$ cat src/rtl/seg7_scan_driver_pkg.sv
// Shared constants for the multiplexed seven-segment scan driver:
// hex-to-segment code table and legal parameter ranges.
package seg7_scan_driver_pkg;

    localparam int unsigned MIN_DIGITS      = 1;
    localparam int unsigned MAX_DIGITS      = 8;
    localparam int unsigned MIN_SLOT_CYCLES = 2;

    // Active-low segment codes {g,f,e,d,c,b,a} for hex digits 0..F.
    localparam logic [6:0] SEG_CODES [16] = '{
        7'h40, 7'h79, 7'h24, 7'h30, 7'h19, 7'h12, 7'h02, 7'h78,
        7'h00, 7'h10, 7'h08, 7'h03, 7'h46, 7'h21, 7'h06, 7'h0E
    };

    localparam logic [6:0] SEG_ALL_OFF_N = 7'h7F;

endpackage

$ cat src/rtl/seg7_scan_driver_hex_seg_decode.sv
// Combinational hex nibble to active-low seven-segment decoder.
module hex_seg_decode
    import seg7_scan_driver_pkg::*;
(
    input  logic [3:0] hex,
    output logic [6:0] seg_n
);

    always_comb begin
        seg_n = SEG_CODES[hex];
    end

endmodule

$ cat src/rtl/seg7_scan_driver.sv
// Time-multiplexed seven-segment driver with tear-free double-buffered
// loads, per-digit blanking, leading-zero suppression and polarity select.
module seg7_scan_driver
    import seg7_scan_driver_pkg::*;
#(
    parameter int unsigned NUM_DIGITS  = 4,
    parameter int unsigned SLOT_CYCLES = 50000,
    parameter int unsigned ACTIVE_LOW  = 1
) (
    input  logic                    clk,
    input  logic                    rst,
    input  logic [4*NUM_DIGITS-1:0] value_in,
    input  logic [NUM_DIGITS-1:0]   dp_in,
    input  logic [NUM_DIGITS-1:0]   blank_in,
    input  logic                    lz_blank,
    input  logic                    load,
    output logic [6:0]              seg7,
    output logic                    dp,
    output logic [NUM_DIGITS-1:0]   an,
    output logic                    frame_done
);

    localparam int unsigned CW = (SLOT_CYCLES > 1) ? $clog2(SLOT_CYCLES) : 1;
    localparam int unsigned IW = (NUM_DIGITS > 1) ? $clog2(NUM_DIGITS) : 1;
    localparam logic [CW-1:0] SLOT_LAST = CW'(SLOT_CYCLES - 1);
    localparam logic [IW-1:0] DIG_LAST  = IW'(NUM_DIGITS - 1);
    localparam logic POL_LOW = (ACTIVE_LOW != 0);

    localparam logic [6:0]            SEG_IDLE = POL_LOW ? '1 : '0;
    localparam logic                  DP_IDLE  = POL_LOW;
    localparam logic [NUM_DIGITS-1:0] AN_IDLE  = POL_LOW ? '1 : '0;

    if (NUM_DIGITS < MIN_DIGITS || NUM_DIGITS > MAX_DIGITS ||
        SLOT_CYCLES < MIN_SLOT_CYCLES) begin : g_bad_params
        $error("seg7_scan_driver: NUM_DIGITS or SLOT_CYCLES out of range");
    end

    typedef enum logic {WARMUP, SCAN} out_phase_e;

    logic [CW-1:0]           slot_cnt;
    logic [IW-1:0]           digit;
    logic                    slot_wrap;
    logic                    frame_end;

    logic [4*NUM_DIGITS-1:0] disp_val,   pend_val;
    logic [NUM_DIGITS-1:0]   disp_dp,    pend_dp;
    logic [NUM_DIGITS-1:0]   disp_blank, pend_blank;
    logic                    pend_valid;
    out_phase_e              phase;

    logic [3:0]              cur_nib;
    logic                    cur_forced;
    logic                    cur_dp_bit;
    logic                    cur_hi_zero;
    logic                    cur_lz;
    logic                    cur_dp_on;
    logic [6:0]              dec_n;
    logic [6:0]              seg_next_n;
    logic [NUM_DIGITS-1:0]   an_next;

    assign slot_wrap  = (slot_cnt == SLOT_LAST);
    assign frame_end  = slot_wrap && (digit == DIG_LAST);
    assign frame_done = frame_end;

    always_ff @(posedge clk or posedge rst) begin
        if (rst) begin
            slot_cnt <= '0;
            digit    <= '0;
        end else if (slot_wrap) begin
            slot_cnt <= '0;
            digit    <= (digit == DIG_LAST) ? '0 : digit + 1'b1;
        end else begin
            slot_cnt <= slot_cnt + 1'b1;
        end
    end

    // A load on the frame boundary bypasses the pending buffer so it lands
    // in the very next frame; otherwise only the last pending load survives.
    always_ff @(posedge clk or posedge rst) begin
        if (rst) begin
            disp_val   <= '0;
            disp_dp    <= '0;
            disp_blank <= '0;
            pend_val   <= '0;
            pend_dp    <= '0;
            pend_blank <= '0;
            pend_valid <= 1'b0;
        end else if (frame_end) begin
            if (load) begin
                disp_val   <= value_in;
                disp_dp    <= dp_in;
                disp_blank <= blank_in;
            end else if (pend_valid) begin
                disp_val   <= pend_val;
                disp_dp    <= pend_dp;
                disp_blank <= pend_blank;
            end
            pend_valid <= 1'b0;
        end else if (load) begin
            pend_val   <= value_in;
            pend_dp    <= dp_in;
            pend_blank <= blank_in;
            pend_valid <= 1'b1;
        end
    end

    always_comb begin
        cur_nib     = '0;
        cur_forced  = 1'b0;
        cur_dp_bit  = 1'b0;
        cur_hi_zero = 1'b1;
        an_next     = '0;
        for (int unsigned k = 0; k < NUM_DIGITS; k++) begin
            if (32'(digit) == k) begin
                cur_nib    = disp_val[4*k +: 4];
                cur_forced = disp_blank[k];
                cur_dp_bit = disp_dp[k];
                an_next[k] = 1'b1;
            end
            if (k >= 32'(digit) && disp_val[4*k +: 4] != 4'h0) begin
                cur_hi_zero = 1'b0;
            end
        end
        cur_lz     = lz_blank && (digit != '0) && cur_hi_zero;
        cur_dp_on  = cur_dp_bit && !cur_forced;
        seg_next_n = (cur_forced || cur_lz) ? SEG_ALL_OFF_N : dec_n;
    end

    hex_seg_decode u_dec (
        .hex   (cur_nib),
        .seg_n (dec_n)
    );

    // Outputs stay dark for one edge after reset so the first lit anode
    // appears on the second edge.
    always_ff @(posedge clk or posedge rst) begin
        if (rst) begin
            phase <= WARMUP;
            seg7  <= SEG_IDLE;
            dp    <= DP_IDLE;
            an    <= AN_IDLE;
        end else begin
            phase <= SCAN;
            if (phase == SCAN) begin
                seg7 <= POL_LOW ? seg_next_n : ~seg_next_n;
                dp   <= POL_LOW ? ~cur_dp_on : cur_dp_on;
                an   <= POL_LOW ? ~an_next   : an_next;
            end
        end
    end

endmodule

$ cat config.mk
export PLATFORM = sky130hd
export DESIGN_NAME = seg7_scan_driver
export DESIGN_NICKNAME = d
export VERILOG_FILES = /design/src/rtl/seg7_scan_driver_pkg.sv /design/src/rtl/seg7_scan_driver_hex_seg_decode.sv /design/src/rtl/seg7_scan_driver.sv
export SDC_FILE = /design/constraint.sdc
export NUM_CORES = 1
export LEC_CHECK = 0
export ABC_AREA = 1
export CAP_MARGIN = 20
export CORE_AREA = 2 2 89 91
export DETAILED_ROUTE_END_ITERATION = 10
export DIE_AREA = 0 0 91 93
export GPL_ROUTABILITY_DRIVEN = 0
export PLACE_DENSITY = 0.79
export SETUP_SLACK_MARGIN = 0.1
export SLEW_MARGIN = 40
export SYNTH_ARGS = -nofsm -noshare
export SYNTH_HDL_FRONTEND = slang
export SYNTH_SLANG_ARGS = --single-unit
export TNS_END_PERCENT = 30
$ cat constraint.sdc
create_clock -name clk -period 3.4 [get_ports clk]
set_input_delay 0.85 -clock clk [delete_from_list [all_inputs] [get_ports clk]]
set_output_delay 0.85 -clock clk [all_outputs]
set_load 0.01 [all_outputs]
Word-level counts from Yosys, hierarchy flattened
Memory sizes are Yosys's and may differ from the RTL's.
Index checks and enable logic that the tools add are counted.
{ "classes": {"n_reduce_logical": 19, "n_addsub": 2, "n_eq_ne": 4, "mux": 33, "order_cmp": 4, "bitwise_logic": 4} }
{ "ops": {"columns": ["operator", "count"], "rows": [
  ["$mux 16", 3],
  ["$mux 4", 8],
  ["$mux 7", 3],
  ["$mux 1", 18],
  ["$add 16x1->16 const B", 1],
  ["$eq 16x16->1 const B", 1],
  ["$reduce_bool 4->1", 4],
  ["$logic_and 1x1->1", 7],
  ["$reduce_bool 2->1", 3],
  ["$ge 5x5->1 const B", 1],
  ["$not 4->5", 1],
  ["$eq 2x2->1 const B", 2],
  ["$ge 1x2->1 const A", 2],
  ["$not 4->4", 1],
  ["$reduce_and 2->1", 2],
  ["$add 2x1->2 const B", 1],
  ["$eq 2x1->1 const B", 1],
  ["$ge 2x2->1 const A", 1],
  ["$logic_not 2->1", 1],
  ["$mux 2", 1],
  ["$not 1->1", 2],
  ["$logic_not 1->1", 1],
  ["$logic_or 1x1->1", 1]
]} }
{ "totals": {"wordCells": 80, "out_inout_bits": 13, "memories": 1, "ff_bits": 80, "input_bits": 28, "mem_bits_ro": 112} }
{ "memory_table": {"columns": ["memory", "depth", "width", "rd", "rd_ports_with_merged_regs", "write_ports", "line_no", "rtl"], "rows": [
  ["(name not given)", 16, 7, 1, 0, 0, "seg7_scan_driver_hex_seg_decode.sv:10", "seg_n = SEG_CODES[hex];"]
]} }

Logic depth before layout (Yosys ltp)
Gate-level depths: netlist (run 1).
{ "depth": {"depth_word": 10, "mapped_depth": 16, "mapped_depth_nobuf": 15} }

By module
Synthesis (run 1) repeated with hierarchy kept, for this count alone.
{ "unflattened": {"hier_cells": 603, "hier_area_um2": 4491.8} }
{ "modules_own_cells": {"columns": ["mod", "cells_per_inst", "instances", "seq_area_each_um2", "area_each_um2"], "rows": [
  ["seg7_scan_driver", 554, 1, 2016.9, 4217.8],
  ["hex_seg_decode", 49, 1, 0.0, 274.0]
]} }

Worst setup path before layout (run 1)
Ideal clock, no wire load.
{ "synth_path": {"path_type": "register to register", "start": "register digit[0]", "end": "register seg7[0]", "setup_ns": 0.072, "n_path_buf": 1, "synth_period_minus_slack_ns": 2.242, "stages_incl_launch_ff": 14, "path_slack_ns": 1.158, "arrival_ns": 2.170, "t_required_ns": 3.328, "path_cell_list": "dfrtp_1 > inv_1 > ha_1 > buf_2 > a21oi_1 > nand2_1 > a21boi_0 > inv_1 > ha_1 > nand3b_1 > nand3_1 > nand3_1 > nand2_1 > inv_1"} }
{ "synth_between": {"elab_chain_len": 10, "word_cells_on_any_way": 31, "classes_between": "3 x order compare; 3 x eq/ne; 15 x mux; 1 x bitwise; 8 x reduce/logical; 1 x memory"} }
{ "synth_lines": {"columns": ["element", "line_no", "rtl"], "rows": [
  ["from (decl)", "seg7_scan_driver.sv:41", "logic [IW-1:0] digit;"],
  ["from (signal assigned)", "seg7_scan_driver.sv:71", "digit <= (digit == DIG_LAST) ? '0 : digit + 1'b1;"],
  ["$logic_not 2->1", "seg7_scan_driver.sv:114", "if (32'(digit) == k) begin"],
  ["$mux 4 (4 in a row)", "seg7_scan_driver.sv:114", null],
  ["$not 4->5 (not written as such)", "seg7_scan_driver_hex_seg_decode.sv:10", null],
  ["$mem_v2 16x7", null, null],
  ["$mux 7 (not written as such) (2 in a row)", "seg7_scan_driver_hex_seg_decode.sv:10", null],
  ["$mux 7 *", "seg7_scan_driver.sv:126", "seg_next_n = (cur_forced || cur_lz) ? SEG_ALL_OFF_N : dec_n;"],
  ["to (signal assigned)", "seg7_scan_driver.sv:145", "seg7 <= POL_LOW ? seg_next_n : ~seg_next_n;"],
  ["to (decl)", "seg7_scan_driver.sv:17", "output logic [6:0] seg7,"]
]} }
Mark *: on every way between the ends. The rest lies on a longest branch, timed or not. The select of a mux whose other input is x is not followed.
A chain may end at the register's enable or synchronous reset.

Worst setup path in the final report (run 1)
{ "layout_path": {"start": "register digit[0]", "end": "output frame_done"} }
{ "layout_between": {"elab_chain_len": 2} }
{ "layout_lines": {"columns": ["element", "line_no", "rtl"], "rows": [
  ["$eq 2x2->1", "seg7_scan_driver.sv:62", "assign frame_end = slot_wrap && (digit == DIG_LAST);"],
  ["$logic_and 1x1->1", "seg7_scan_driver.sv:62", null],
  ["to (decl)", "seg7_scan_driver.sv:20", "output logic frame_done"]
]} }
No other way between the ends.

==> results of run 1 <==
## path summary, 6_finish.rpt
check / start / endpoint / slack [ps]
worst max-delay path: digit[0] / frame_done / 400
worst min-delay path: slot_cnt[0] / slot_cnt[0] / 470
worst max register to register: digit[0] / seg7[0] / 630
worst min register to register: slot_cnt[0] / slot_cnt[0] / 470
max in group asynchronous: rst / seg7[1] / 1840
min in group asynchronous: rst / pend_valid / 830
## per-layer routing
layer / up-vias / track usage (%) / part of all wire [%]
met2: 99 / 35.2 / 48
met1: 1635 / 28.6 / 46
met3: 16 / 4.43 / 4.9
met4: 0 / 8.71 / 1.6
met5: - / 0 / 0
li1: 1705 / - / -
## worst max-delay path: stages, from the launching register on
cell and delay (ps):
sky130_fd_sc_hd__dfrtp_1 410, sky130_fd_sc_hd__ha_1 440, sky130_fd_sc_hd__inv_1 220, sky130_fd_sc_hd__nor2_4 170, sky130_fd_sc_hd__clkdlybuf4s50_1 560
## cells by family (layout without fill, tap and decap cells)
family	Yosys count	count (layout)	share of synthesized area, %
other	1	1	0.0890
XOR/XNOR	8	8	1.66
adder cells (fa/ha/maj)	12	12	3.56
flip-flops	80	80	47.9
buffers and inverters	58	98	6.39
AO/OA/AOI/OAI	57	57	7.37
AND/OR/NAND/NOR	260	260	27.4
multiplexers	24	24	5.70
## state kept, by name (all words and copies together) (netlist names), 2 cells and up
| signal | cells |
|---|---|
| seg7 | 7 |
| disp_dp | 4 |
| an | 4 |
| disp_val | 16 |
| slot_cnt | 16 |
| digit | 2 |
| disp_blank | 4 |
| pend_val | 16 |
| pend_dp | 4 |
| pend_blank | 4 |
## power by group
group | internal, mW | switching (mW)
Sequential | 0.990 | 0.0191
Combinational | 0.0763 | 0.0809
Clock | 0.508 | 0.345
## metrics by stage
| stage | hold WS (ps) | util (%) | power (mW) |
|---|---|---|---|
| 2_1_floorplan | 433 | - | 1.11 |
| 3_3_place_gp | 444 | 61.8 | 1.18 |
| 3_5_place_dp | 458 | 61.8 | 1.19 |
| 4_1_cts | 471 | 65.1 | 2.04 |
| 5_1_grt | 487 | 65.1 | 2.10 |
| 6_report | 469 | 65.1 | 2.02 |
## Yosys cell counts
library cell,count
sky130_fd_sc_hd__a31oi_1,3
sky130_fd_sc_hd__nor3b_1,1
sky130_fd_sc_hd__a21oi_1,18
sky130_fd_sc_hd__nand3_1,50
sky130_fd_sc_hd__nor4_4,1
sky130_fd_sc_hd__buf_2,8
sky130_fd_sc_hd__nor4_1,2
sky130_fd_sc_hd__clkbuf_1,2
sky130_fd_sc_hd__or2_2,6
sky130_fd_sc_hd__nand3b_1,1
sky130_fd_sc_hd__buf_1,4
sky130_fd_sc_hd__nand3_2,1
sky130_fd_sc_hd__o21ai_1,16
sky130_fd_sc_hd__nand2_1,136
sky130_fd_sc_hd__buf_4,1
sky130_fd_sc_hd__nand2_2,5
sky130_fd_sc_hd__ha_1,12
sky130_fd_sc_hd__nand4_1,11
sky130_fd_sc_hd__mux2i_1,24
sky130_fd_sc_hd__buf_6,5
sky130_fd_sc_hd__xor2_1,8
sky130_fd_sc_hd__a22o_1,1
sky130_fd_sc_hd__nor2_4,1
sky130_fd_sc_hd__dfrtp_1,68
sky130_fd_sc_hd__dfstp_2,12
sky130_fd_sc_hd__a21boi_0,1
sky130_fd_sc_hd__inv_1,37
sky130_fd_sc_hd__nor3_2,1
sky130_fd_sc_hd__conb_1,1
sky130_fd_sc_hd__nor3_1,7
sky130_fd_sc_hd__o21ai_2,4
sky130_fd_sc_hd__o21ai_0,14
sky130_fd_sc_hd__inv_2,1
sky130_fd_sc_hd__nor2_1,37
## cell type report
class / count / area, um2
multi-input combinational: 362 / 1930
clock buffer: 11 / 141
tap: 102 / 128
timing repair buffer: 44 / 438
fill: 658 / 2630
clock inverter: 5 / 104
sequential: 80 / 2020
inverter: 38 / 143
==> impl_metrics.prom, run 1 <==
# TYPE chip_impl_metric gauge
chip_impl_metric{name="hold_depth",unit=""} 1
chip_impl_metric{name="cellPowerDensity",unit="nW/um2"} 412
chip_impl_metric{name="synth_top_area_share",unit="%"} 40.4
chip_impl_metric{name="place_inst",unit=""} 626
chip_impl_metric{name="initial_core_util",unit="%"} 56.0
chip_impl_metric{name="fin_crit_sh",unit="%"} 88.3
chip_impl_metric{name="timing.final.crit_period",unit="ps"} 3000
chip_impl_info{name="crit_path_capture_type",value="output port"} 1
chip_impl_metric{name="die_width",unit="um"} 91
chip_impl_metric{name="grt_remaining_overflow",unit=""} 0
chip_impl_metric{name="setup_ws",unit="ps"} 399
chip_impl_info{name="mostFrequentLayoutCell",value="sky130_fd_sc_hd__nand2_1"} 1
chip_impl_info{name="outcome",value="finished clean"} 1
chip_impl_metric{name="layout-drive-gt1-share",unit="%"} 9.81
chip_impl_metric{name="post_cts_sizing",unit=""} 0
chip_impl_metric{name="ff2ff_path_depth",unit=""} 13
chip_impl_metric{name="ios",unit=""} 41
chip_impl_metric{name="synth.lib_cells_used.distinct",unit=""} 34
chip_impl_metric{name="tns",unit="ps"} 0
chip_impl_metric{name="dr.first_iter.drc_count",unit=""} 209
chip_impl_metric{name="detailedPlacementHpwl",unit="mm"} 6.31
chip_impl_metric{name="finish.net_count",unit=""} 575
chip_impl_metric{name="cts_hold_repair.buffers",unit=""} 0
chip_impl_metric{name="clk_latency",unit="ps"} 350
chip_impl_metric{name="antenna-diode-count",unit=""} 0
chip_impl_metric{name="fin_area",unit="um2"} 4900
chip_impl_metric{name="instance_count_of_the_mapped_netlist",unit=""} 500
chip_impl_metric{name="rows",unit=""} 32
chip_impl_metric{name="post_cts.repair.setup_buffers",unit=""} 0
chip_impl_metric{name="synth-seq-area-share",unit="%"} 47.9
chip_impl_metric{name="worstPathMaxFanout",unit=""} 13
chip_impl_metric{name="first_global_vias",unit=""} 3247
chip_impl_metric{name="routedWlPerCell",unit="um"} 13.6
chip_impl_metric{name="first_pass_grt_wire_length",unit="mm"} 14.8
chip_impl_metric{name="drt.antenna.violating_nets",unit=""} 0
chip_impl_metric{name="leakage",unit="nW"} 2.38
chip_impl_info{name="synth_top_area_cell",value="sky130_fd_sc_hd__dfrtp_1"} 1
chip_impl_metric{name="numPortBuffers",unit=""} 40
chip_impl_metric{name="drc_errors",unit=""} 0
chip_impl_info{name="worst_setup_path_type",value="flip-flop to output port"} 1
chip_impl_metric{name="fmax",unit="MHz"} 333
chip_impl_metric{name="core",unit="um2"} 7530
chip_impl_info{name="root_driver",value="sky130_fd_sc_hd__clkbuf_8"} 1
chip_impl_info{name="grt_setup_unrepaired",value="false"} 1
chip_impl_metric{name="total_wire_length_after_detailed_routing",unit="mm"} 8.73
chip_impl_metric{name="worstPathRequired",unit="ps"} 2550
chip_impl_info{name="synth_top_cells_by_area",value="sky130_fd_sc_hd__dfrtp_1 (40%), sky130_fd_sc_hd__nand2_1 (12%), sky130_fd_sc_hd__dfstp_2 (7.5%)"} 1
chip_impl_metric{name="cap_violations",unit=""} 0
chip_impl_metric{name="slew_headroom",unit="%"} 52.3
chip_impl_metric{name="max-clock-path-buffers",unit=""} 2
chip_impl_metric{name="maxSlewViolCount",unit=""} 0
chip_impl_metric{name="area_growth",unit="%"} 16.2
chip_impl_metric{name="placed_cell_area",unit="um2"} 4650
chip_impl_info{name="startpoint_type",value="flip-flop"} 1
chip_impl_metric{name="fp.dieArea",unit="um2"} 8460
chip_impl_metric{name="hold_viol",unit=""} 0
chip_impl_metric{name="dpl_worst_slack",unit="ps"} 663
chip_impl_metric{name="synth.ff_latch_count",unit=""} 80
chip_impl_info{name="tritoncts",value="built"} 1
chip_impl_info{name="worst_hold_path_type",value="flip-flop to flip-flop"} 1
chip_impl_metric{name="pin_count_of_the_biggest_net_entering_global_routing",unit=""} 60
chip_impl_metric{name="worst_ir_drop_vdd",unit="mV"} 0.288
chip_impl_metric{name="worst_ep_arrival_time",unit="ps"} 2150
chip_impl_info{name="most_frequent_cells_in_the_layout",value="sky130_fd_sc_hd__nand2_1 (136), sky130_fd_sc_hd__dfrtp_1 (68), sky130_fd_sc_hd__nand3_1 (50)"} 1
chip_impl_metric{name="post_layout_nonfiller_instances",unit=""} 642
chip_impl_metric{name="numCtsBuffers",unit=""} 9
chip_impl_metric{name="mappedNetlistNets",unit=""} 540
chip_impl_metric{name="route.vias.total",unit=""} 3455
chip_impl_metric{name="die_y_extent",unit="um"} 93
chip_impl_metric{name="setup-violations-final",unit=""} 0
chip_impl_metric{name="vias_per_cell",unit=""} 5.38
chip_impl_metric{name="first_pass_iters",unit=""} 5
chip_impl_metric{name="ys.warnings.count",unit=""} 0
chip_impl_metric{name="clkSlewWorstSetupHoldPaths",unit="ps"} 90
chip_impl_metric{name="syn-cell-area",unit="um2"} 4210
chip_impl_metric{name="clock-skew-final",unit="ps"} 11.5
chip_impl_metric{name="antenna_found_initial",unit=""} 0
chip_impl_metric{name="global_route.usage.total",unit="%"} 21.7
chip_impl_metric{name="clock_tree.htree_level_count",unit=""} 3
chip_impl_metric{name="clock_sinks",unit=""} 80
chip_impl_metric{name="worst_slew_pin_slew",unit="ps"} 710
chip_impl_metric{name="post_synth.cell_area_avg",unit="um2"} 8.43
(Power assumes the default switching activity.)
==> run 2: changes to the inputs <==
HOLD_SLACK_MARGIN = 0.15   (was unset)
==> results of run 2 <==
No change in the layout: final DEF, timing and power equal those of run 1.
